## src/rtl/stepper_move_ctrl.sv

```systemverilog
// Move controller for the stepper phase sequencer: accepts (steps, dir) commands
// and emits step pulses on a symmetric trapezoidal period ramp while tracking position.
module stepper_move_ctrl #(
  parameter int unsigned START_DIV = 500000,
  parameter int unsigned MIN_DIV   = 50000,
  parameter int unsigned ACCEL_DEC = 25000,
  parameter int unsigned STEP_W    = 16
) (
  input  logic                CLK50MHZ,
  input  logic                reset,
  input  logic                cmd_valid,
  output logic                cmd_ready,
  input  logic [STEP_W-1:0]   cmd_steps,
  input  logic                cmd_dir,
  input  logic                abort,
  output logic                step,
  output logic                dir,
  output logic                busy,
  output logic                done,
  output logic signed [31:0]  position
);

  localparam logic [31:0] START_V = START_DIV;
  localparam logic [31:0] MIN_V   = MIN_DIV;
  localparam logic [31:0] ACCEL_V = ACCEL_DEC;

  typedef enum logic {IDLE, RUN} state_e;

  state_e             state_q, state_d;
  logic [STEP_W-1:0]  remaining_q, remaining_d;
  logic [STEP_W-1:0]  ramp_q, ramp_d;
  logic [31:0]        cur_div_q, cur_div_d;
  logic [31:0]        tick_q, tick_d;
  logic               step_q, step_d;
  logic               dir_q, dir_d;
  logic               busy_q, busy_d;
  logic               done_q, done_d;
  logic               cmd_ready_q, cmd_ready_d;
  logic signed [31:0] position_q, position_d;
  logic [STEP_W-1:0]  rem_next;

  // NOTE: every _d gets a default before the case so no path leaves it unassigned (no latches).
  always_comb begin
    state_d     = state_q;
    remaining_d = remaining_q;
    ramp_d      = ramp_q;
    cur_div_d   = cur_div_q;
    tick_d      = tick_q;
    dir_d       = dir_q;
    position_d  = position_q;
    step_d      = 1'b0;
    done_d      = 1'b0;
    rem_next    = remaining_q - STEP_W'(1);

    case (state_q)
      IDLE: begin
        if (cmd_valid && cmd_ready_q) begin
          dir_d = cmd_dir;
          if (cmd_steps == '0) begin
            done_d = 1'b1;
          end else begin
            state_d     = RUN;
            remaining_d = cmd_steps;
            cur_div_d   = START_V;
            ramp_d      = '0;
            tick_d      = '0;
          end
        end
      end

      RUN: begin
        // Abort takes priority over a step falling due in the same cycle.
        if (abort) begin
          state_d = IDLE;
          done_d  = 1'b1;
          tick_d  = '0;
        end else if (tick_q == cur_div_q - 32'd1) begin
          tick_d      = '0;
          step_d      = 1'b1;
          remaining_d = rem_next;
          position_d  = dir_q ? position_q + 32'sd1 : position_q - 32'sd1;
          if (rem_next == '0) begin
            state_d = IDLE;
            done_d  = 1'b1;
          end else if (rem_next <= ramp_q) begin
            // Saturating forms compare the headroom first so the sum never wraps.
            cur_div_d = ((START_V - cur_div_q) <= ACCEL_V) ? START_V : cur_div_q + ACCEL_V;
            ramp_d    = (ramp_q == '0) ? '0 : ramp_q - STEP_W'(1);
          end else if (cur_div_q > MIN_V) begin
            cur_div_d = ((cur_div_q - MIN_V) <= ACCEL_V) ? MIN_V : cur_div_q - ACCEL_V;
            ramp_d    = ramp_q + STEP_W'(1);
          end
        end else begin
          tick_d = tick_q + 32'd1;
        end
      end

      default: state_d = IDLE;
    endcase

    busy_d      = (state_d == RUN);
    cmd_ready_d = (state_d == IDLE) && !done_d;
  end

  // NOTE: sequential state uses non-blocking assignments so every flop samples pre-edge values.
  always_ff @(posedge CLK50MHZ) begin
    if (reset) begin
      state_q     <= IDLE;
      remaining_q <= '0;
      ramp_q      <= '0;
      cur_div_q   <= '0;
      tick_q      <= '0;
      step_q      <= 1'b0;
      dir_q       <= 1'b0;
      busy_q      <= 1'b0;
      done_q      <= 1'b0;
      cmd_ready_q <= 1'b0;
      position_q  <= '0;
    end else begin
      state_q     <= state_d;
      remaining_q <= remaining_d;
      ramp_q      <= ramp_d;
      cur_div_q   <= cur_div_d;
      tick_q      <= tick_d;
      step_q      <= step_d;
      dir_q       <= dir_d;
      busy_q      <= busy_d;
      done_q      <= done_d;
      cmd_ready_q <= cmd_ready_d;
      position_q  <= position_d;
    end
  end

  assign cmd_ready = cmd_ready_q;
  assign step      = step_q;
  assign dir       = dir_q;
  assign busy      = busy_q;
  assign done      = done_q;
  assign position  = position_q;

endmodule

```

## config.mk

```make
export PLATFORM = sky130hd
export DESIGN_NAME = stepper_move_ctrl
export DESIGN_NICKNAME = d
export VERILOG_FILES = /design/src/rtl/stepper_move_ctrl.sv
export SDC_FILE = /design/constraint.sdc
export NUM_CORES = 1
export LEC_CHECK = 0
export ABC_AREA = 1
export CORE_MARGIN = 2
export CORE_UTILIZATION = 63
export DETAILED_ROUTE_END_ITERATION = 16
export PLACE_DENSITY = 0.81
export SETUP_SLACK_MARGIN = 0.5
export SYNTH_ARGS = -nofsm -noshare
export SYNTH_HDL_FRONTEND = slang
export SYNTH_SLANG_ARGS = --single-unit
```

## constraint.sdc

```tcl
create_clock -name CLK50MHZ -period 4.04 [get_ports CLK50MHZ]
set_input_delay 0.404 -clock CLK50MHZ [delete_from_list [all_inputs] [get_ports CLK50MHZ]]
set_output_delay 0.404 -clock CLK50MHZ [all_outputs]
set_load 0.02 [all_outputs]
```

==> out/qor.yml <==
run_status:
  status: "complete, no violations"
floorplan:
  ios: 58
  std_cell_rows: 54
  die_h_um: 152
  fp.dieW_um: 152
  design.die.area_sq_um: 23200
  start_util_pct: 64.0
  core-area_sq_um: 21700
timing:
  worstMarginPinSlew_ns: 0.944
  period_needed_ns: 3.40
  fin_setup_tns_ns: 0
  max_freq_mhz: 294
  period_share_pct: 84.1
  setup_violations: 0
  grt_setup_unrepaired: "false"
  skew_ns: 0.0161
  maxSlewViolCount: 0
  hold_violations: 0
  slew_headroom_pct: 37.1
place:
  dp_hpwl_mm: 35.7
  port_buffers: 57
  dp.cells: 2633
  gp_congestion: 1.06
grt:
  grt_start_max_net_pins: 69
  grt_pass1_vias: 15100
  antenna_found_initial: 0
  grt_pass1_wl_mm: 76.2
  grt-ovfl-total: 0
  grt_usage_pct: 39.9
logic_synthesis:
  syn_inst: 2345
  netlist_area_sq_um: 13900
  yosysWarnings: 0
  ys_dominant_reg_cell: "dfxtp_1"
  yosys_register_bits: 130
  synth_largest_area_cell: "dfxtp_1"
  ys_async_sr_fraction_pct: 0
  synth_edf_count: 0
  syn_nets: 2423
  synth_top_cell_area_share_pct: 18.8
  syn_avg_cell_area_sq_um: 5.92
  ys_seq_area_share_pct: 18.8
  synth.top_cells.by_area: "dfxtp_1 19%, nand2_1 18%, nor2_1 8.2%"
  synth_cell_types: 62
finish:
  ff_latch_area_sq_um: 2610
  antennaDiodeCount: 0
  final_cells: 2661
  fin_nets: 2450
  final_layout_size_suffix_gt1_share_pct: 8.40
  most-common-layout-cells: "668 x nand2_1, 298 x nor2_1, 215 x inv_1, 158 x nand3_1, 126 x xor2_1"
  mostFrequentLayoutCell: "nand2_1"
  syn_to_final_growth_pct: 9.99
  fillers: 1899
  multiInputGateArea_sq_um: 9950
setup_path:
  cp.arrival_ns: 3.71
  cp_max_fo: 17
  setup.worst_path.end_class: "register"
  startpoint_type: "register"
  worstSetupPathType: "register to register"
  required_ns: 4.36
clock_tree:
  holdBufCountCts: 0
  cts.sinks: 130
  clkLatencyLatePin_ns: 0.44
  ctsRootBufferMaster: "clkbuf_16"
  cts_tree: "done"
  htreeDepth: 4
  cts.path.max_buffers: 2
  cts-buffers-inserted: 17
  cts_setup_buffers: 0
  clk_pin_slew_worst_paths_ns: 0.06
route:
  wl_per_cell_um: 17.8
  dr.pass1.iters: 9
  vias: 16100
  drc: 0
  drt_iter0_markers: 1668
  drt_wl_total_mm: 47.4
  ant_nets: 0
  viasPerCell: 6.06
power:
  ir_drop_uv: 421
  p_per_area_nw_per_um2: 356
  p_leak_nw: 7.29
worst_hold_path:
  hp-class: "input port to register"
flow_run:
  cap_viol_max_count: 0
[cell type report]
class	count	area share (%)
tap	280	2.30
inverter	240	6.01
timing repair buffer	95	5.67
clock buffer	24	3.35
clock inverter	4	0.328
sequential	130	17.1
multi-input combinational	1888	65.2
[cells in the mapped netlist, types with 40 or more instances]
cell	instances
a21oi_1	124
clkbuf_1	40
dfxtp_1	130
ha_1	56
inv_1	215
nand2_1	669
nand3_1	160
nand4_1	55
nor2_1	303
nor3_1	48
o21ai_0	102
xor2_1	126
[state kept, by name (all words and copies together) (netlist names)]
| name | cells |
|---|---|
| busy | 1 |
| tick_q | 32 |
| position | 32 |
| cur_div_q | 29 |
| remaining_q | 16 |
| done | 1 |
| step | 1 |
| ramp_q | 16 |
| cmd_ready | 1 |
| dir | 1 |
[metal layers]
metal	global-route usage (%)	share of wire, %	vias to the layer above	wire, um
met5	0	0	-	0
met4	16.8	4.1	0	1960
met3	6.46	11	177	5060
met2	64.0	45	991	21100
met1	53.4	41	7316	19300
li1	-	-	7653	-
[logic make-up after synthesis]
| kind of cell | Yosys count | share of synthesized area, % |
|---|---|---|
| mux | 2 | 0.144 |
| simple gates | 1355 | 43.3 |
| fa+ha+maj | 57 | 5.20 |
| xor+xnor | 160 | 10.1 |
| compound gates | 314 | 12.7 |
| buf+inv | 327 | 9.80 |
| flops | 130 | 18.8 |
[per-stage QoR]
step | cell area [sq um] | utilization, % | power [mW] | hold WS (ns) | worst slack, ns
6_report | 15300 | 70.4 | 5.44 | 0.288 | 0.644
5_1_grt | 15300 | 70.4 | 5.76 | 0.293 | 0.497
4_1_cts | 15200 | 70.0 | 5.30 | 0.283 | 0.583
3_5_place_dp | 14600 | 67.4 | 3.77 | 0.474 | 0.626
3_3_place_gp | 14600 | 67.4 | 3.74 | 0.461 | 0.732
2_1_floorplan | 13900 | - | 3.19 | 0.448 | 1.14
[what timing repair did]
item                                    in CTS  in global routing
gates resized for setup                      0                 24
endpoints found under the hold margin        0                  0
endpoints found under the setup margin       0                 88
[where the power goes]
group	switching [mW]	total (mW)	internal, mW	leakage, nW
combinational	1.69	2.49	0.801	5.97
clock	0.617	1.55	0.931	0.272
sequential	0.0750	1.40	1.33	1.06
[worst max-delay path, stage by stage (launching register included)]
cell,delay [ns]
dfxtp_1,0.41
nor2_1,0.38
nand2_1,0.25
nor2_4,0.33
inv_2,0.12
nor3_2,0.18
nor2_1,0.10
nor2_1,0.18
nand2_1,0.10
nor2_2,0.14
nand3_4,0.19
nand2_4,0.17
nand2_4,0.08
nor2_8,0.23
inv_2,0.19
nor2_1,0.15
nor2_1,0.06
[final timing paths]
path / endpoint / startpoint / slack, ns / cells after the start
max reg2reg: remaining_q[15] / cur_div_q[21] / 0.64 / 16
min reg2reg: position[18] / position[18] / 0.48 / 2
min: tick_q[29] / reset / 0.29 / 2
max: remaining_q[15] / cur_div_q[21] / 0.64 / 16
No activity file was read; power rests on OpenSTA's default activity.
